[src/rtl/spi_frame_arbiter_if.sv]
// Byte-stream handshake between the frame arbiter and a single-CS, multi-byte SPI master.
interface spi_frame_arbiter_if;
  logic [1:0] TX_Count;
  logic [7:0] TX_Byte;
  logic       TX_DV;
  logic       TX_Ready;
  logic       RX_DV;
  logic [7:0] RX_Byte;
  logic       SPI_CS_n;

  // master: arbiter side; slave: SPI master instance side
  modport master (output TX_Count, TX_Byte, TX_DV,
                  input  TX_Ready, RX_DV, RX_Byte, SPI_CS_n);
  modport slave  (input  TX_Count, TX_Byte, TX_DV,
                  output TX_Ready, RX_DV, RX_Byte, SPI_CS_n);
endinterface

[src/rtl/spi_frame_arbiter.sv]
// Round-robin arbiter that shares one byte-wide SPI master between NUM_REQ requesters,
// sequencing each fixed-length frame MSB-first and collecting the MISO word.
module spi_frame_arbiter #(
  parameter int unsigned NUM_REQ         = 4,
  parameter int unsigned BYTES_PER_FRAME = 3,
  parameter int unsigned TIMEOUT_CLKS    = 4096
) (
  input  logic                               i_Clk,
  input  logic                               i_Rst,
  input  logic [NUM_REQ-1:0]                 i_Req,
  input  logic [NUM_REQ*8*BYTES_PER_FRAME-1:0] i_Req_Data,
  output logic [NUM_REQ-1:0]                 o_Grant,
  output logic [NUM_REQ-1:0]                 o_Done,
  output logic                               o_Timeout,
  output logic                               o_Busy,
  output logic [8*BYTES_PER_FRAME-1:0]       o_RX_Word,
  spi_frame_arbiter_if.master                spi
);

  localparam int unsigned FW    = 8 * BYTES_PER_FRAME;
  localparam int unsigned PTR_W = $clog2(NUM_REQ);
  localparam int unsigned CNT_W = $clog2(BYTES_PER_FRAME + 1);
  localparam int unsigned TO_W  = $clog2(TIMEOUT_CLKS);

  typedef enum logic [1:0] {IDLE, WAIT_BYTE, WAIT_CS} state_t;

  state_t             state, state_nxt;
  logic [PTR_W-1:0]   r_ptr, ptr_nxt;
  logic [PTR_W-1:0]   r_owner, owner_nxt;
  logic [FW-1:0]      r_shift, shift_nxt;
  logic [FW-1:0]      rx_nxt;
  logic [CNT_W-1:0]   r_cnt, cnt_nxt;
  logic               r_guard, guard_nxt;
  logic [TO_W-1:0]    r_wait, wait_nxt;
  logic [NUM_REQ-1:0] grant_nxt, done_nxt;
  logic               timeout_nxt, busy_nxt;
  logic               r_tx_dv, tx_dv_nxt;
  logic [7:0]         r_tx_byte, tx_byte_nxt;

  logic               win_found_c;
  logic [PTR_W-1:0]   win_idx_c;
  logic [PTR_W-1:0]   cand_c;
  logic [FW-1:0]      frame_c;

  function automatic logic [PTR_W-1:0] wrap_add(input logic [PTR_W-1:0] base,
                                                 input logic [PTR_W-1:0] off);
    logic [PTR_W:0] s;
    s = {1'b0, base} + {1'b0, off};
    if (s >= (PTR_W+1)'(NUM_REQ)) s = s - (PTR_W+1)'(NUM_REQ);
    return s[PTR_W-1:0];
  endfunction

  assign spi.TX_Count = 2'(BYTES_PER_FRAME);
  assign spi.TX_Byte  = r_tx_byte;
  assign spi.TX_DV    = r_tx_dv;

  // Upward search from r_ptr with wrap; the first active request wins
  always_comb begin
    win_found_c = 1'b0;
    win_idx_c   = '0;
    cand_c      = '0;
    for (int unsigned i = 0; i < NUM_REQ; i++) begin
      cand_c = wrap_add(r_ptr, PTR_W'(i));
      if (!win_found_c && i_Req[cand_c]) begin
        win_found_c = 1'b1;
        win_idx_c   = cand_c;
      end
    end
    frame_c = i_Req_Data[win_idx_c*FW +: FW];
  end

  always_comb begin
    state_nxt   = state;
    ptr_nxt     = r_ptr;
    owner_nxt   = r_owner;
    shift_nxt   = r_shift;
    rx_nxt      = o_RX_Word;
    cnt_nxt     = r_cnt;
    guard_nxt   = 1'b0;
    wait_nxt    = r_wait;
    grant_nxt   = '0;
    done_nxt    = '0;
    timeout_nxt = 1'b0;
    busy_nxt    = o_Busy;
    tx_dv_nxt   = 1'b0;
    tx_byte_nxt = r_tx_byte;

    // MISO bytes shift in from the LSB end, including on the WAIT_CS exit edge
    if (state != IDLE && spi.RX_DV) rx_nxt = {o_RX_Word[FW-9:0], spi.RX_Byte};

    unique case (state)
      IDLE: begin
        busy_nxt = 1'b0;
        if (win_found_c && spi.TX_Ready) begin
          owner_nxt              = win_idx_c;
          grant_nxt[win_idx_c]   = 1'b1;
          tx_dv_nxt              = 1'b1;
          tx_byte_nxt            = frame_c[FW-1 -: 8];
          shift_nxt              = {frame_c[FW-9:0], 8'h00};
          rx_nxt                 = '0;
          cnt_nxt                = CNT_W'(1);
          busy_nxt               = 1'b1;
          wait_nxt               = '0;
          guard_nxt              = 1'b1;
          state_nxt              = WAIT_BYTE;
        end
      end
      WAIT_BYTE: begin
        if (!r_guard && spi.TX_Ready) begin
          wait_nxt = '0;
          if (r_cnt < CNT_W'(BYTES_PER_FRAME)) begin
            tx_dv_nxt   = 1'b1;
            tx_byte_nxt = r_shift[FW-1 -: 8];
            shift_nxt   = {r_shift[FW-9:0], 8'h00};
            cnt_nxt     = r_cnt + CNT_W'(1);
            guard_nxt   = 1'b1;
          end else begin
            state_nxt = WAIT_CS;
          end
        end else if (r_wait == TO_W'(TIMEOUT_CLKS - 1)) begin
          timeout_nxt = 1'b1;
          ptr_nxt     = wrap_add(r_owner, PTR_W'(1));
          state_nxt   = IDLE;
        end else begin
          wait_nxt = r_wait + TO_W'(1);
        end
      end
      WAIT_CS: begin
        if (spi.SPI_CS_n && spi.TX_Ready) begin
          done_nxt[r_owner] = 1'b1;
          ptr_nxt           = wrap_add(r_owner, PTR_W'(1));
          state_nxt         = IDLE;
        end else if (r_wait == TO_W'(TIMEOUT_CLKS - 1)) begin
          timeout_nxt = 1'b1;
          ptr_nxt     = wrap_add(r_owner, PTR_W'(1));
          state_nxt   = IDLE;
        end else begin
          wait_nxt = r_wait + TO_W'(1);
        end
      end
      default: state_nxt = IDLE;
    endcase
  end

  always_ff @(posedge i_Clk) begin
    if (i_Rst) begin
      state     <= IDLE;
      r_ptr     <= '0;
      r_owner   <= '0;
      r_shift   <= '0;
      o_RX_Word <= '0;
      r_cnt     <= '0;
      r_guard   <= 1'b0;
      r_wait    <= '0;
      o_Grant   <= '0;
      o_Done    <= '0;
      o_Timeout <= 1'b0;
      o_Busy    <= 1'b0;
      r_tx_dv   <= 1'b0;
      r_tx_byte <= '0;
    end else begin
      state     <= state_nxt;
      r_ptr     <= ptr_nxt;
      r_owner   <= owner_nxt;
      r_shift   <= shift_nxt;
      o_RX_Word <= rx_nxt;
      r_cnt     <= cnt_nxt;
      r_guard   <= guard_nxt;
      r_wait    <= wait_nxt;
      o_Grant   <= grant_nxt;
      o_Done    <= done_nxt;
      o_Timeout <= timeout_nxt;
      o_Busy    <= busy_nxt;
      r_tx_dv   <= tx_dv_nxt;
      r_tx_byte <= tx_byte_nxt;
    end
  end

endmodule

[src/flat_wrapper.sv]
// flat-port wrapper written by rule: the top's interface ports become plain ports
module spi_frame_arbiter_flat 
#(
  parameter int unsigned NUM_REQ         = 4,
  parameter int unsigned BYTES_PER_FRAME = 3,
  parameter int unsigned TIMEOUT_CLKS    = 4096
)
  (i_Clk, i_Rst, i_Req, i_Req_Data, o_Grant, o_Done, o_Timeout, o_Busy, o_RX_Word, spi_TX_Count, spi_TX_Byte, spi_TX_DV, spi_TX_Ready, spi_RX_DV, spi_RX_Byte, spi_SPI_CS_n);
  spi_frame_arbiter_if spi_i ();
  input  logic i_Clk;
  input  logic i_Rst;
  input  logic [NUM_REQ-1:0] i_Req;
  input  logic [NUM_REQ*8*BYTES_PER_FRAME-1:0] i_Req_Data;
  output logic [NUM_REQ-1:0] o_Grant;
  output logic [NUM_REQ-1:0] o_Done;
  output logic o_Timeout;
  output logic o_Busy;
  output logic [8*BYTES_PER_FRAME-1:0] o_RX_Word;
  output wire logic [$bits(spi_i.TX_Count)-1:0] spi_TX_Count;
  output wire logic [$bits(spi_i.TX_Byte)-1:0] spi_TX_Byte;
  output wire logic [$bits(spi_i.TX_DV)-1:0] spi_TX_DV;
  input wire logic [$bits(spi_i.TX_Ready)-1:0] spi_TX_Ready;
  input wire logic [$bits(spi_i.RX_DV)-1:0] spi_RX_DV;
  input wire logic [$bits(spi_i.RX_Byte)-1:0] spi_RX_Byte;
  input wire logic [$bits(spi_i.SPI_CS_n)-1:0] spi_SPI_CS_n;
  assign spi_TX_Count = spi_i.TX_Count;
  assign spi_TX_Byte = spi_i.TX_Byte;
  assign spi_TX_DV = spi_i.TX_DV;
  assign spi_i.TX_Ready = spi_TX_Ready;
  assign spi_i.RX_DV = spi_RX_DV;
  assign spi_i.RX_Byte = spi_RX_Byte;
  assign spi_i.SPI_CS_n = spi_SPI_CS_n;
  spi_frame_arbiter #(.NUM_REQ(NUM_REQ), .BYTES_PER_FRAME(BYTES_PER_FRAME), .TIMEOUT_CLKS(TIMEOUT_CLKS)) u_core (.i_Clk(i_Clk), .i_Rst(i_Rst), .i_Req(i_Req), .i_Req_Data(i_Req_Data), .o_Grant(o_Grant), .o_Done(o_Done), .o_Timeout(o_Timeout), .o_Busy(o_Busy), .o_RX_Word(o_RX_Word), .spi(spi_i));
endmodule
[config.mk]
export PLATFORM = sky130hd
export DESIGN_NAME = spi_frame_arbiter_flat
export DESIGN_NICKNAME = d
export VERILOG_FILES = /design/src/rtl/spi_frame_arbiter_if.sv /design/src/rtl/spi_frame_arbiter.sv /design/src/flat_wrapper.sv
export SDC_FILE = /design/constraint.sdc
export NUM_CORES = 1
export LEC_CHECK = 0
export BUFFER_PORTS_ARGS = -buffer_cell sky130_fd_sc_hd__clkbuf_2
export CORE_MARGIN = 2
export CORE_UTILIZATION = 45
export DETAILED_ROUTE_END_ITERATION = 16
export PLACE_DENSITY = 0.75
export SETUP_SLACK_MARGIN = 0.1
export SYNTH_ARGS = -nofsm -noshare
export SYNTH_HDL_FRONTEND = slang
export SYNTH_SLANG_ARGS = --single-unit
[constraint.sdc]
create_clock -name i_Clk -period 4.34 [get_ports i_Clk]
set_input_delay 0 -clock i_Clk [delete_from_list [all_inputs] [get_ports i_Clk]]
set_output_delay 0 -clock i_Clk [all_outputs]
set_load 0.01 [all_outputs]
==> run_summary.xml, run 1 <==
<?xml version="1.0" encoding="UTF-8"?>
<metrics>
  <group name="status">
    <metric name="outcome" unit="">finished, final reports clean</metric>
  </group>
  <group name="floorplan">
    <metric name="die_y" unit="µm">103</metric>
    <metric name="initial_core_util" unit="">0.458</metric>
    <metric name="io_pins" unit="">158</metric>
    <metric name="design.core.area" unit="µm²">9680</metric>
    <metric name="placementRows" unit="">36</metric>
    <metric name="chipWidth" unit="µm">103</metric>
    <metric name="fp.dieArea" unit="µm²">10700</metric>
  </group>
  <group name="drt">
    <metric name="top_layer_used" unit="">met4</metric>
    <metric name="first_pass_iters" unit="">5</metric>
    <metric name="route.detailed.wl_per_inst" unit="µm">14.6</metric>
    <metric name="route.met2.wl" unit="mm">6.04</metric>
    <metric name="vias" unit="">4537</metric>
    <metric name="route.detailed.drc" unit="">0</metric>
    <metric name="avgViaCountPerCell" unit="">5.46</metric>
    <metric name="met3RoutedLength" unit="µm">582</metric>
    <metric name="postRouteAntennaNets" unit="">0</metric>
    <metric name="met1Wirelength" unit="mm">5.25</metric>
    <metric name="initialDrtViolationCount" unit="">185</metric>
    <metric name="postRouteWirelength" unit="mm">12.2</metric>
  </group>
  <group name="timing">
    <metric name="slew_headroom" unit="">0.296</metric>
    <metric name="layout_min_cycle_time" unit="ns">2.68</metric>
    <metric name="min_period_over_period" unit="">0.618</metric>
    <metric name="timing_hold_violations_final" unit="">0</metric>
    <metric name="final_max_slew_viol_count" unit="">0</metric>
    <metric name="setup_ws_final" unit="ns">1.66</metric>
    <metric name="clock-skew-final" unit="ns">0.0104</metric>
    <metric name="rsz0062_at_grt" unit="">false</metric>
    <metric name="fmax" unit="GHz">0.373</metric>
    <metric name="max_slew.worst_pin.slew" unit="ns">1.06</metric>
    <metric name="setup_viol" unit="">0</metric>
    <metric name="fin_setup_tns" unit="ns">0</metric>
  </group>
  <group name="power">
    <metric name="ir_drop" unit="mV">0.197</metric>
    <metric name="share_seq_of_total_power" unit="">0.461</metric>
    <metric name="cellLeakagePower" unit="nW">2.32</metric>
    <metric name="pwr-share-comb" unit="">0.214</metric>
    <metric name="clock_power_share" unit="">0.324</metric>
    <metric name="power.density" unit="nW/µm²">312</metric>
    <metric name="post-layout-total-power" unit="W">0.00172</metric>
    <metric name="internal_power" unit="W">0.00119</metric>
    <metric name="total_switching_power" unit="W">0.000530</metric>
    <metric name="swShare" unit="">0.309</metric>
  </group>
  <group name="logic_synthesis">
    <metric name="ys_seq_area_frac" unit="">0.357</metric>
    <metric name="yosys.cell_count.top_type" unit="">sky130_fd_sc_hd__dfxtp_1</metric>
    <metric name="mapped_cells" unit="">555</metric>
    <metric name="yosys_most_used_dff" unit="">sky130_fd_sc_hd__dfxtp_1</metric>
    <metric name="most_area_consuming_cells_after_synthesis" unit="">sky130_fd_sc_hd__dfxtp_1 36%, sky130_fd_sc_hd__nand3_1 8.0%, sky130_fd_sc_hd__nand2_1 5.4%</metric>
    <metric name="yosysTopAreaCellShare" unit="">0.357</metric>
    <metric name="synth_edf_count" unit="">0</metric>
    <metric name="ys_async_sr_fraction" unit="">0</metric>
    <metric name="synthesis.area" unit="µm²">4430</metric>
    <metric name="syn_avg_cell_area" unit="µm²">7.99</metric>
    <metric name="post_synth_most_frequent_cells" unit="">79 x sky130_fd_sc_hd__dfxtp_1, 71 x sky130_fd_sc_hd__nand3_1, 64 x sky130_fd_sc_hd__nand2_1</metric>
    <metric name="synth_top_area_cell" unit="">sky130_fd_sc_hd__dfxtp_1</metric>
    <metric name="post_synth_num_cell_types" unit="">52</metric>
    <metric name="synth-seq-cells" unit="">79</metric>
    <metric name="yosysWarnings" unit="">0</metric>
  </group>
  <group name="setup_path">
    <metric name="crit_buf_inv" unit="">2</metric>
    <metric name="critPathLaunchType" unit="">flip-flop</metric>
    <metric name="path_max_fanout" unit="">19</metric>
    <metric name="worst_path_dominant_cell_family" unit="">simple AND/OR/NAND/NOR gates</metric>
    <metric name="timing.critical_path.to_type" unit="">flip-flop</metric>
    <metric name="timing.critical_path.slowest_stage_cell" unit="">sky130_fd_sc_hd__nand2b_1</metric>
    <metric name="arrival" unit="ns">2.93</metric>
    <metric name="critPathKind" unit="">flip-flop to flip-flop</metric>
    <metric name="worstPathCellList" unit="">inv_1, ha_1, buf_4, nand2b_1, a22oi_2, nand2b_1, a21oi_1, a32o_1</metric>
    <metric name="cp.required" unit="ns">4.59</metric>
    <metric name="cp_common_cell" unit="">sky130_fd_sc_hd__nand2b_1</metric>
    <metric name="worst_path_largest_cell_delay" unit="ns">0.63</metric>
  </group>
  <group name="global_routing">
    <metric name="grt_pass1_vias" unit="">4198</metric>
    <metric name="grt.overflow.total" unit="">0</metric>
    <metric name="initial_antenna_violation_count" unit="">0</metric>
    <metric name="grt_start_max_net_pins" unit="">35</metric>
    <metric name="groute.usage.overall" unit="">0.225</metric>
    <metric name="grt_first_pass_wirelength" unit="mm">19.0</metric>
  </group>
  <group name="clock_network">
    <metric name="clock-sinks" unit="">79</metric>
    <metric name="total_cts_buffers" unit="">9</metric>
    <metric name="clk_pin_slew" unit="ns">0.08</metric>
    <metric name="root_buffer" unit="">sky130_fd_sc_hd__clkbuf_8</metric>
    <metric name="cts-root-to-sink-buffers" unit="">2</metric>
    <metric name="tritoncts" unit="">built</metric>
    <metric name="post_cts.repair.setup_buffers" unit="">0</metric>
    <metric name="worst_skew_pair.late_latency" unit="ns">0.35</metric>
    <metric name="post_cts.resized_instances" unit="">0</metric>
    <metric name="htree_levels" unit="">3</metric>
  </group>
  <group name="finish">
    <metric name="syn2layout_area_growth" unit="%">24.1</metric>
    <metric name="stdcell_area" unit="µm²">5500</metric>
    <metric name="num-nets-final" unit="">816</metric>
    <metric name="num_antenna_cells" unit="">0</metric>
    <metric name="layout-drive-gt1-share" unit="">0.291</metric>
    <metric name="finish.utilization" unit="">0.568</metric>
    <metric name="fillers" unit="">933</metric>
  </group>
  <group name="placed_design">
    <metric name="gp_congestion" unit="">0.811</metric>
    <metric name="numPortBuffers" unit="">155</metric>
    <metric name="dp.final_hpwl" unit="mm">9.11</metric>
    <metric name="placedInstanceArea" unit="µm²">5200</metric>
    <metric name="post-place-ws" unit="ns">1.66</metric>
  </group>
  <group name="job">
    <metric name="drv.max_cap_violation_count" unit="">0</metric>
  </group>
  <group name="hold_path">
    <metric name="hold_path.class" unit="">input port to flip-flop</metric>
  </group>
</metrics>
final timing paths:
path                              startpoint                              end  slack (ns)  cells after the start
max             u_core.state[1]$_SDFFE_PP0P_  u_core.r_shift[16]$_SDFFE_PP0P_        1.66                      8
min                           i_Req_Data[31]  u_core.r_shift[15]$_SDFFE_PP0P_        0.01                      3
max reg2reg     u_core.state[1]$_SDFFE_PP0P_  u_core.r_shift[16]$_SDFFE_PP0P_        1.66                      8
min reg2reg  u_core.o_RX_Word[18]$_SDFF_PP0_  u_core.o_RX_Word[18]$_SDFF_PP0_        0.46                      2
power groups by stage:
| stage | sequential (W) | combinational (W) | clock (W) |
|---|---|---|---|
| 6_report | 0.000793 | 0.000368 | 0.000558 |
| 2_1_floorplan | 0.000810 | 0.000239 | 0 |
| 3_3_place_gp | 0.000807 | 0.000348 | 0 |
| 4_1_cts | 0.000792 | 0.000368 | 0.000574 |
| 5_1_grt | 0.000798 | 0.000404 | 0.000605 |
| 3_5_place_dp | 0.000810 | 0.000359 | 0 |
routing by layer:
| layer | vias to the layer above | global-route usage |
|---|---|---|
| li1 | 2262 | - |
| met1 | 2108 | 0.270 |
| met2 | 141 | 0.390 |
| met3 | 26 | 0.0470 |
| met4 | 0 | 0.0941 |
| met5 | - | 0 |
cell families (layout without fill, tap and decap cells):
group,Yosys count,in the layout,share of synthesized area
other,1,2,0.000846
multiplexers,15,15,0.0339
AND/OR/NAND/NOR,211,211,0.242
buffers and inverters,76,218,0.0790
adder cells (fa/ha/maj),10,10,0.0282
flip-flops,79,79,0.357
AO/OA/AOI/OAI,159,159,0.252
XOR/XNOR,4,4,0.00790
final cells by class:
| type | instances | area [µm²] | area share |
|---|---|---|---|
| sequential | 79 | 1580 | 0.287 |
| clock buffer | 9 | 124 | 0.0225 |
| multi-input combinational | 401 | 2510 | 0.456 |
| clock inverter | 7 | 81.3 | 0.0148 |
| inverter | 30 | 113 | 0.0205 |
| timing repair buffer | 172 | 928 | 0.169 |
| tap | 133 | 166 | 0.0302 |
per-stage QoR:
step | hold slack [ns] | std cells
2_1_floorplan | 0.135 | 556
3_3_place_gp | 0.224 | 805
3_5_place_dp | 0.236 | 805
4_1_cts | 0.00944 | 831
5_1_grt | 0.00484 | 831
6_report | 0.0132 | 831
worst register-to-register path: stages, from the launching register on:
cell	delay [ns]
sky130_fd_sc_hd__dfxtp_1	0.35
sky130_fd_sc_hd__inv_1	0.11
sky130_fd_sc_hd__ha_1	0.46
sky130_fd_sc_hd__buf_4	0.37
sky130_fd_sc_hd__nand2b_1	0.17
sky130_fd_sc_hd__a22oi_2	0.10
sky130_fd_sc_hd__nand2b_1	0.63
sky130_fd_sc_hd__a21oi_1	0.12
sky130_fd_sc_hd__a32o_1	0.30
state kept, by name, summed over array words and instances, names as in the netlist, 2 cells and up:
| name | flops |
|---|---|
| u_core.o_Done | 4 |
| u_core.o_Grant | 4 |
| u_core.o_RX_Word | 24 |
| u_core.r_cnt | 2 |
| u_core.r_owner | 2 |
| u_core.r_ptr | 2 |
| u_core.r_shift | 16 |
| u_core.r_wait | 12 |
| u_core.spi.TX_Byte | 8 |
| u_core.state | 2 |
timing repair:
item,CTS,global route
endpoints found under the hold margin,9,0
setup endpoints to repair,0,0
hold buffers,10,0
cell usage in the layout (no fill, tap or decap), drive strengths merged, types with 2 or more instances in the layout:
cell type and instances:
dlygate4sd3 10, xor2 4, ha 10, a211o 3, o311ai 9, o21bai 3, clkinvlp 3, a211oi 3
and2 7, a32o 16, mux2i 15, dfxtp 79, nor4 3, nand4 6, and4 10, conb 2
nand3 71, nand2b 8, a31oi 9, a21oi 54, nor2b 4, and2b 3, buf 7, o21ai 49
nor3 5, a311oi 2, nand2 64, inv 32, and3 6, o211ai 4, clkbuf 164, nor2 19
Power figures use the tool's default switching activity.
==> run 2: changes to the inputs <==
--- a/config.mk
+++ b/config.mk
@@ -5,11 +5,12 @@
 export SDC_FILE = /design/constraint.sdc
 export NUM_CORES = 1
 export LEC_CHECK = 0
+export ABC_AREA = 1
 export BUFFER_PORTS_ARGS = -buffer_cell sky130_fd_sc_hd__clkbuf_2
 export CORE_MARGIN = 2
 export CORE_UTILIZATION = 45
 export DETAILED_ROUTE_END_ITERATION = 16
-export PLACE_DENSITY = 0.75
+export PLACE_DENSITY = 0.77
 export SETUP_SLACK_MARGIN = 0.1
 export SYNTH_ARGS = -nofsm -noshare
 export SYNTH_HDL_FRONTEND = slang
==> constraint.sdc (replaced) <==
create_clock -name i_Clk -period 2.3 [get_ports i_Clk]
set_input_delay 0 -clock i_Clk [delete_from_list [all_inputs] [get_ports i_Clk]]
set_output_delay 0 -clock i_Clk [all_outputs]
set_load 0.01 [all_outputs]
==> run_summary.xml, run 2 <==
<?xml version="1.0" encoding="UTF-8"?>
<metrics>
  <group name="status">
    <metric name="outcome" unit="">finished, final reports clean</metric>
  </group>
  <group name="clock_network">
    <metric name="root_buffer" unit="">sky130_fd_sc_hd__clkbuf_8</metric>
    <metric name="htree_levels" unit="">3</metric>
    <metric name="clk_pin_slew" unit="ns">0.09</metric>
    <metric name="total_cts_buffers" unit="">9</metric>
    <metric name="tritoncts" unit="">built</metric>
    <metric name="cts-root-to-sink-buffers" unit="">2</metric>
    <metric name="clock-sinks" unit="">79</metric>
    <metric name="worst_skew_pair.late_latency" unit="ns">0.35</metric>
  </group>
  <group name="finish">
    <metric name="fillers" unit="">1023</metric>
    <metric name="largest_register_ffs" unit="">24</metric>
    <metric name="syn2layout_area_growth" unit="%">26.1</metric>
    <metric name="top_registers" unit="">u_core.o_RX_Word x24, u_core.r_shift x16, u_core.r_wait x12</metric>
    <metric name="stdcell_area" unit="µm²">5990</metric>
    <metric name="num-nets-final" unit="">1033</metric>
    <metric name="commonest_cells_after_routing_fill_and_taps_aside" unit="">306 x sky130_fd_sc_hd__nand2_1, 155 x sky130_fd_sc_hd__clkbuf_2, 77 x sky130_fd_sc_hd__dfxtp_1, 71 x sky130_fd_sc_hd__inv_1, 52 x sky130_fd_sc_hd__nor2_1</metric>
    <metric name="mostFrequentLayoutCell" unit="">sky130_fd_sc_hd__nand2_1</metric>
    <metric name="num_antenna_cells" unit="">0</metric>
    <metric name="largest-register" unit="">u_core.o_RX_Word</metric>
    <metric name="layout-drive-gt1-share" unit="">0.242</metric>
  </group>
  <group name="drt">
    <metric name="postRouteAntennaNets" unit="">0</metric>
    <metric name="first_pass_iters" unit="">5</metric>
    <metric name="vias" unit="">5239</metric>
    <metric name="route.detailed.wl_per_inst" unit="µm">12.5</metric>
    <metric name="postRouteWirelength" unit="mm">13.1</metric>
    <metric name="route.detailed.drc" unit="">0</metric>
    <metric name="avgViaCountPerCell" unit="">4.98</metric>
    <metric name="initialDrtViolationCount" unit="">284</metric>
  </group>
  <group name="logic_synthesis">
    <metric name="synth-seq-cells" unit="">79</metric>
    <metric name="largest_family_of_logic_cells_by_synthesized_area" unit="">simple AND/OR/NAND/NOR gates</metric>
    <metric name="yosys.cell_count.top_type" unit="">sky130_fd_sc_hd__nand2_1</metric>
    <metric name="ys_seq_area_frac" unit="">0.333</metric>
    <metric name="synth_edf_count" unit="">0</metric>
    <metric name="mapped_cells" unit="">756</metric>
    <metric name="yosysWarnings" unit="">0</metric>
    <metric name="ys_async_sr_fraction" unit="">0</metric>
    <metric name="synth_xor_xnor_area_share" unit="">0.0111</metric>
    <metric name="post_synth_and_or_nand_nor_area_fraction" unit="">0.399</metric>
    <metric name="synthesis.area" unit="µm²">4750</metric>
    <metric name="yosysTopAreaCellShare" unit="">0.333</metric>
    <metric name="synthesized_area_fraction_occupied_by_ao_oa_aoi_and_oai_cells" unit="">0.0978</metric>
    <metric name="synth.mux.area_fraction" unit="">0.0190</metric>
    <metric name="synth_top_area_cell" unit="">sky130_fd_sc_hd__dfxtp_1</metric>
    <metric name="adder_cell_share_of_the_synthesized_area" unit="">0.0264</metric>
    <metric name="yosys_most_used_dff" unit="">sky130_fd_sc_hd__dfxtp_1</metric>
    <metric name="most_area_consuming_cells_after_synthesis" unit="">sky130_fd_sc_hd__dfxtp_1 33%, sky130_fd_sc_hd__nand2_1 24%, sky130_fd_sc_hd__inv_1 5.6%</metric>
    <metric name="syn_avg_cell_area" unit="µm²">6.28</metric>
    <metric name="post_synth_most_frequent_cells" unit="">306 x sky130_fd_sc_hd__nand2_1, 79 x sky130_fd_sc_hd__dfxtp_1, 71 x sky130_fd_sc_hd__inv_1</metric>
    <metric name="post_synth_num_cell_types" unit="">35</metric>
  </group>
  <group name="setup_path">
    <metric name="cp.required" unit="ns">2.57</metric>
    <metric name="r2r.worst_path.cells" unit="">15</metric>
    <metric name="arrival" unit="ns">2.27</metric>
    <metric name="critical_path.reg2reg.startpoint" unit="">u_core.r_ptr[0]$_SDFFE_PP0P_</metric>
    <metric name="critPathKind" unit="">flip-flop to flip-flop</metric>
    <metric name="endpoint_of_the_worst_slack_reg_to_reg_timing_path" unit="">u_core.r_shift[22]$_SDFFE_PP0P_</metric>
    <metric name="critPathLaunchType" unit="">flip-flop</metric>
    <metric name="path_max_fanout" unit="">12</metric>
    <metric name="timing.critical_path.to_type" unit="">flip-flop</metric>
    <metric name="regToRegSetupSlack" unit="ns">0.30</metric>
  </group>
  <group name="timing">
    <metric name="min_period_over_period" unit="">0.868</metric>
    <metric name="timing_hold_violations_final" unit="">0</metric>
    <metric name="layout_min_cycle_time" unit="ns">2.00</metric>
    <metric name="setup_viol" unit="">0</metric>
    <metric name="clock-skew-final" unit="ns">0.0119</metric>
    <metric name="setup_ws_final" unit="ns">0.303</metric>
    <metric name="fmax" unit="GHz">0.501</metric>
    <metric name="fin_setup_tns" unit="ns">0</metric>
    <metric name="rsz0062_at_grt" unit="">true</metric>
    <metric name="final_max_slew_viol_count" unit="">0</metric>
  </group>
  <group name="hold_path">
    <metric name="hold_path_startpoint" unit="">i_Rst</metric>
    <metric name="worst_hold_path.endpoint" unit="">u_core.o_Busy$_SDFFE_PP0P_</metric>
    <metric name="hold_path.class" unit="">input port to flip-flop</metric>
    <metric name="worstHoldPathCells" unit="">4</metric>
  </group>
  <group name="power">
    <metric name="cellLeakagePower" unit="nW">3.29</metric>
    <metric name="power.density" unit="nW/µm²">960</metric>
    <metric name="ir_drop" unit="mV">0.502</metric>
  </group>
  <group name="floorplan">
    <metric name="design.core.area" unit="µm²">10300</metric>
    <metric name="placementRows" unit="">37</metric>
    <metric name="chipWidth" unit="µm">107</metric>
    <metric name="die_y" unit="µm">107</metric>
    <metric name="initial_core_util" unit="">0.462</metric>
    <metric name="fp.dieArea" unit="µm²">11400</metric>
    <metric name="io_pins" unit="">158</metric>
  </group>
  <group name="placed_design">
    <metric name="numPortBuffers" unit="">155</metric>
    <metric name="placedInstanceArea" unit="µm²">5610</metric>
    <metric name="dp.final_hpwl" unit="mm">9.28</metric>
    <metric name="post-place-ws" unit="ns">0.0888</metric>
    <metric name="gp_congestion" unit="">0.838</metric>
  </group>
  <group name="global_routing">
    <metric name="grt.overflow.total" unit="">0</metric>
    <metric name="grt_first_pass_wirelength" unit="mm">20.9</metric>
    <metric name="initial_antenna_violation_count" unit="">0</metric>
    <metric name="grt_start_max_net_pins" unit="">46</metric>
    <metric name="groute.usage.overall" unit="">0.224</metric>
    <metric name="grt_pass1_vias" unit="">4770</metric>
  </group>
  <group name="job">
    <metric name="drv.max_cap_violation_count" unit="">0</metric>
  </group>
</metrics>
## run 2: cell types whose count changed after synthesis, sizes merged, moves of 10 or more
cell,previous run,this run
nand2,64,314
inv,30,79
nand3,71,36
nor2,19,53
nand4,6,36
o21ai,49,28
a32o,16,0
mux2i,15,0
a21oi,54,41
clkbuf,24,13
and4,10,0
## run 2: logic make-up after synthesis
group           count (synthesis)
fa+ha+maj                      10
flops                          79
buf+inv                       119
other cells                     1
compound gates                 83
xor+xnor                        6
mux                             8
simple gates                  450
## run 2: routing by layer
layer / GRT usage / part of all wire / vias to the layer above
li1: - / - / 2703
met1: 0.271 / 0.43 / 2357
met2: 0.388 / 0.49 / 154
met3: 0.0474 / 0.053 / 25
met4: 0.0872 / 0.023 / 0
met5: 0 / 0 / -
## run 2: area by class of cell
type / instances / area (µm²) / share of cell area
inverters: 79 / 312 / 0.0520
well taps: 136 / 170 / 0.0284
clock buffers: 13 / 159 / 0.0265
multi-input cells: 559 / 2650 / 0.442
clock inverters: 3 / 65.1 / 0.0109
flip-flops and latches: 79 / 1590 / 0.265
repair buffers: 182 / 1050 / 0.175
## run 2: worst max-delay path by stage
stage	from	to	slack, ns	depth (start not counted)
6_report	u_core.r_ptr[0]$_SDFFE_PP0P_	u_core.r_shift[22]$_SDFFE_PP0P_	0.30	15
2_1_floorplan	u_core.state[1]$_SDFFE_PP0P_	u_core.spi.TX_Byte[2]$_SDFFE_PP0P_	0.47	11
3_5_place_dp	u_core.r_ptr[0]$_SDFFE_PP0P_	u_core.spi.TX_Byte[0]$_SDFFE_PP0P_	0.09	14
3_3_place_gp	u_core.r_ptr[0]$_SDFFE_PP0P_	u_core.spi.TX_Byte[0]$_SDFFE_PP0P_	0.18	15
4_1_cts	u_core.r_ptr[0]$_SDFFE_PP0P_	u_core.spi.TX_Byte[0]$_SDFFE_PP0P_	0.20	15
5_1_grt	u_core.state[1]$_SDFFE_PP0P_	u_core.spi.TX_Byte[0]$_SDFFE_PP0P_	0.08	11
## run 2: where the power goes
group,internal (W),switching (W),leakage [nW]
combinational,0.00101,0.00163,2.53
sequential,0.00171,0.000223,0.644
clock,0.000671,0.000504,0.114
total,0.00339,0.00235,3.29
## run 2: what timing repair did
item	4_1_cts	5_1_grt
endpoints found under the hold margin	8	0
resized for setup	2	10
endpoints found under the setup margin	7	27
hold buffers	8	0
cloned	0	1
setup buffers	0	2
## run 2: worst max-delay path, stage by stage (launching register included)
cell and delay [ns]:
sky130_fd_sc_hd__dfxtp_4 0.42, sky130_fd_sc_hd__inv_6 0.06, sky130_fd_sc_hd__nand2_1 0.08, sky130_fd_sc_hd__nand3_1 0.07, sky130_fd_sc_hd__nand2_1 0.13, sky130_fd_sc_hd__inv_2 0.07, sky130_fd_sc_hd__nand3_4 0.10, sky130_fd_sc_hd__nand2_2 0.06
sky130_fd_sc_hd__nand2_2 0.07, sky130_fd_sc_hd__inv_2 0.06, sky130_fd_sc_hd__a21oi_4 0.18, sky130_fd_sc_hd__inv_4 0.10, sky130_fd_sc_hd__buf_4 0.17, sky130_fd_sc_hd__nor2_1 0.12, sky130_fd_sc_hd__nand2_1 0.07, sky130_fd_sc_hd__a21oi_1 0.13
## run 2: metrics by stage
| stage | cells | total power [W] | utilization | hold slack, ns |
|---|---|---|---|---|
| CTS | 1048 | 0.00568 | 0.576 | 0.0503 |
| detailed placement | 1024 | 0.00449 | 0.546 | 0.317 |
| global placement | 1024 | 0.00446 | 0.546 | 0.307 |
| global route | 1051 | 0.00620 | 0.583 | 0.0899 |
| finish | 1051 | 0.00574 | 0.583 | 0.0698 |
| floorplan | 757 | 0.00380 | - | 0.0780 |
==> run 3: changes to the inputs <==
--- a/config.mk
+++ b/config.mk
@@ -7,10 +7,12 @@
 export LEC_CHECK = 0
 export ABC_AREA = 1
 export BUFFER_PORTS_ARGS = -buffer_cell sky130_fd_sc_hd__clkbuf_2
+export CELL_PAD_IN_SITES_DETAIL_PLACEMENT = 1
+export CELL_PAD_IN_SITES_GLOBAL_PLACEMENT = 1
 export CORE_MARGIN = 2
-export CORE_UTILIZATION = 45
+export CORE_UTILIZATION = 31
 export DETAILED_ROUTE_END_ITERATION = 16
-export PLACE_DENSITY = 0.77
+export PLACE_DENSITY_LB_ADDON = 0.1
 export SETUP_SLACK_MARGIN = 0.1
 export SYNTH_ARGS = -nofsm -noshare
 export SYNTH_HDL_FRONTEND = slang
==> run_summary.xml, run 3 (same netlist as run 2, synthesis figures left out) <==
<?xml version="1.0" encoding="UTF-8"?>
<metrics>
  <group name="clock_network">
    <metric name="worst_skew_pair.late_latency" unit="ns">0.34</metric>
    <metric name="clock-sinks" unit="">79</metric>
    <metric name="total_cts_buffers" unit="">9</metric>
    <metric name="tritoncts" unit="">built</metric>
    <metric name="clk_pin_slew" unit="ns">0.07</metric>
    <metric name="cts-root-to-sink-buffers" unit="">2</metric>
    <metric name="htree_levels" unit="">3</metric>
    <metric name="root_buffer" unit="">sky130_fd_sc_hd__clkbuf_16</metric>
  </group>
  <group name="setup_path">
    <metric name="r2r.worst_path.cells" unit="">16</metric>
    <metric name="regToRegSetupSlack" unit="ns">0.19</metric>
    <metric name="arrival" unit="ns">2.33</metric>
    <metric name="endpoint_of_the_worst_slack_reg_to_reg_timing_path" unit="">u_core.r_shift[23]$_SDFFE_PP0P_</metric>
    <metric name="timing.critical_path.to_type" unit="">flip-flop</metric>
    <metric name="worst_path_dominant_cell_family" unit="">simple AND/OR/NAND/NOR gates</metric>
    <metric name="critPathLaunchType" unit="">flip-flop</metric>
    <metric name="worst_path_largest_cell_delay" unit="ns">0.42</metric>
    <metric name="worstPathCellList" unit="">inv_6, nand2_1, nand2_1, nand2_1, nand2_1, nand2_1, nand2_1, nand2_2, nand3_4, buf_12, nand2_1, nand2_1, nand2_1, nand3_1, nand2_1, a21oi_1</metric>
    <metric name="cp_common_cell" unit="">sky130_fd_sc_hd__nand2_1</metric>
    <metric name="timing.critical_path.slowest_stage_cell" unit="">sky130_fd_sc_hd__dfxtp_4</metric>
    <metric name="crit_buf_inv" unit="">2</metric>
    <metric name="critPathKind" unit="">flip-flop to flip-flop</metric>
    <metric name="cp.required" unit="ns">2.52</metric>
    <metric name="path_max_fanout" unit="">23</metric>
    <metric name="critical_path.reg2reg.startpoint" unit="">u_core.r_ptr[0]$_SDFFE_PP0P_</metric>
    <metric name="path_depth" unit="">16</metric>
  </group>
  <group name="floorplan">
    <metric name="fp.dieArea" unit="µm²">16300</metric>
    <metric name="io_pins" unit="">158</metric>
    <metric name="initial_core_util" unit="">0.315</metric>
    <metric name="die_y" unit="µm">128</metric>
    <metric name="chipWidth" unit="µm">128</metric>
    <metric name="design.core.area" unit="µm²">15100</metric>
    <metric name="placementRows" unit="">45</metric>
  </group>
  <group name="drt">
    <metric name="postRouteWirelength" unit="mm">16.0</metric>
    <metric name="route.detailed.drc" unit="">0</metric>
    <metric name="postRouteAntennaNets" unit="">0</metric>
    <metric name="route.detailed.wl_per_inst" unit="µm">14.5</metric>
    <metric name="avgViaCountPerCell" unit="">4.86</metric>
    <metric name="initialDrtViolationCount" unit="">138</metric>
    <metric name="vias" unit="">5390</metric>
    <metric name="first_pass_iters" unit="">4</metric>
  </group>
  <group name="timing">
    <metric name="timing_hold_violations_final" unit="">0</metric>
    <metric name="rsz0062_at_grt" unit="">true</metric>
    <metric name="min_period_over_period" unit="">0.917</metric>
    <metric name="setup_viol" unit="">0</metric>
    <metric name="fmax" unit="GHz">0.474</metric>
    <metric name="clock-skew-final" unit="ns">0.00401</metric>
    <metric name="fin_setup_tns" unit="ns">0</metric>
    <metric name="layout_min_cycle_time" unit="ns">2.11</metric>
    <metric name="final_max_slew_viol_count" unit="">0</metric>
    <metric name="setup_ws_final" unit="ns">0.191</metric>
  </group>
  <group name="power">
    <metric name="power.density" unit="nW/µm²">1010</metric>
    <metric name="ir_drop" unit="mV">0.553</metric>
    <metric name="cellLeakagePower" unit="nW">3.36</metric>
  </group>
  <group name="finish">
    <metric name="register_area" unit="µm²">1590</metric>
    <metric name="largest-register" unit="">u_core.o_RX_Word</metric>
    <metric name="commonest_cells_after_routing_fill_and_taps_aside" unit="">305 x sky130_fd_sc_hd__nand2_1, 155 x sky130_fd_sc_hd__clkbuf_2, 77 x sky130_fd_sc_hd__dfxtp_1, 69 x sky130_fd_sc_hd__inv_1, 52 x sky130_fd_sc_hd__nor2_1</metric>
    <metric name="top_registers" unit="">u_core.o_RX_Word x24, u_core.r_shift x16, u_core.r_wait x12</metric>
    <metric name="final_cell_count_without_fillers" unit="">1110</metric>
    <metric name="layout-drive-gt1-share" unit="">0.252</metric>
    <metric name="largest_register_ffs" unit="">24</metric>
    <metric name="stdcell_area" unit="µm²">6200</metric>
    <metric name="mostFrequentLayoutCell" unit="">sky130_fd_sc_hd__nand2_1</metric>
    <metric name="syn2layout_area_growth" unit="%">30.7</metric>
    <metric name="fillers" unit="">2049</metric>
    <metric name="num-nets-final" unit="">1040</metric>
    <metric name="num_antenna_cells" unit="">0</metric>
    <metric name="multiInputGateArea" unit="µm²">2650</metric>
  </group>
  <group name="status">
    <metric name="outcome" unit="">finished, final reports clean</metric>
  </group>
  <group name="placed_design">
    <metric name="placedInstanceArea" unit="µm²">5730</metric>
    <metric name="post-place-ws" unit="ns">-0.175</metric>
    <metric name="gp_congestion" unit="">0.814</metric>
    <metric name="numPortBuffers" unit="">155</metric>
    <metric name="post-place-cells" unit="">1078</metric>
    <metric name="dp.final_hpwl" unit="mm">12.0</metric>
  </group>
  <group name="hold_path">
    <metric name="worst_hold_path.endpoint" unit="">u_core.r_shift[8]$_SDFFE_PP0P_</metric>
    <metric name="worstHoldPathCells" unit="">7</metric>
    <metric name="hold_path.class" unit="">input port to flip-flop</metric>
    <metric name="hold_path_startpoint" unit="">i_Req_Data[72]</metric>
  </group>
  <group name="global_routing">
    <metric name="groute.usage.overall" unit="">0.191</metric>
    <metric name="grt_pass1_vias" unit="">5438</metric>
    <metric name="grt_first_pass_wirelength" unit="mm">25.5</metric>
    <metric name="initial_antenna_violation_count" unit="">0</metric>
    <metric name="grt.overflow.total" unit="">0</metric>
    <metric name="grt_start_max_net_pins" unit="">41</metric>
  </group>
  <group name="job">
    <metric name="drv.max_cap_violation_count" unit="">0</metric>
  </group>
</metrics>
[run 3: changes by cell type in the layout (fill, tap and decap cells not counted), sizes merged]
cell / change
inv: +2
buf: +7
bufinv: -1
clkinv: +1
clkbuf: -5
clkinvlp: +3
[run 3: worst reg2reg max path, delay by kind of cell (launching register included)]
kind	cells	cell delay, ns
compound gates	1	0.06
buf+inv	2	0.29
flops	1	0.42
simple gates	13	1.19
[run 3: per-layer routing]
metal / global-route usage / vias to the layer above / wire length (µm)
met2: 0.339 / 149 / 7810
met4: 0.0698 / 0 / 315
met1: 0.235 / 2503 / 7040
met3: 0.0284 / 18 / 876
met5: 0 / - / 0
li1: - / 2720 / -
[run 3: area by class of cell]
type | instances | area share
tap | 188 | 0.0379
sequential | 79 | 0.256
clock buffer | 9 | 0.0363
timing repair inverter | 1 | 0.00121
timing repair buffer | 188 | 0.179
inverter | 79 | 0.0500
multi-input combinational | 559 | 0.427
clock inverter | 7 | 0.0129
[run 3: where the power goes]
part           switching [W]  leakage (nW)  internal, W
registers           0.000227         0.644      0.00171
clock network       0.000640         0.148     0.000857
logic                0.00175          2.56      0.00109
total                0.00262          3.36      0.00365
[run 3: timing repair]
item | in CTS | in global routing
cloned | 1 | 0
endpoints found under the hold margin | 8 | 0
hold buffers | 8 | 0
setup buffers | 2 | 5
gates resized for setup | 5 | 7
endpoints found under the setup margin | 51 | 53
[run 3: per-stage QoR]
step	power [W]	hold slack [ns]	utilization
5_1_grt	0.00678	0.127	0.411
3_5_place_dp	0.00471	0.320	0.379
6_report	0.00627	0.0742	0.411
2_1_floorplan	0.00380	0.0780	-
4_1_cts	0.00629	0.0731	0.407
3_3_place_gp	0.00463	0.309	0.379
[run 3: worst max path at each step]
| stage | start | end |
|---|---|---|
| floorplan | u_core.state[1]$_SDFFE_PP0P_ | u_core.spi.TX_Byte[2]$_SDFFE_PP0P_ |
| global placement | u_core.r_ptr[0]$_SDFFE_PP0P_ | u_core.r_shift[13]$_SDFFE_PP0P_ |
| detailed placement | u_core.r_ptr[0]$_SDFFE_PP0P_ | u_core.r_shift[13]$_SDFFE_PP0P_ |
| CTS | u_core.r_ptr[0]$_SDFFE_PP0P_ | u_core.spi.TX_Byte[7]$_SDFFE_PP0P_ |
| global route | u_core.r_ptr[0]$_SDFFE_PP0P_ | u_core.spi.TX_Byte[7]$_SDFFE_PP0P_ |
| finish | u_core.r_ptr[0]$_SDFFE_PP0P_ | u_core.r_shift[23]$_SDFFE_PP0P_ |
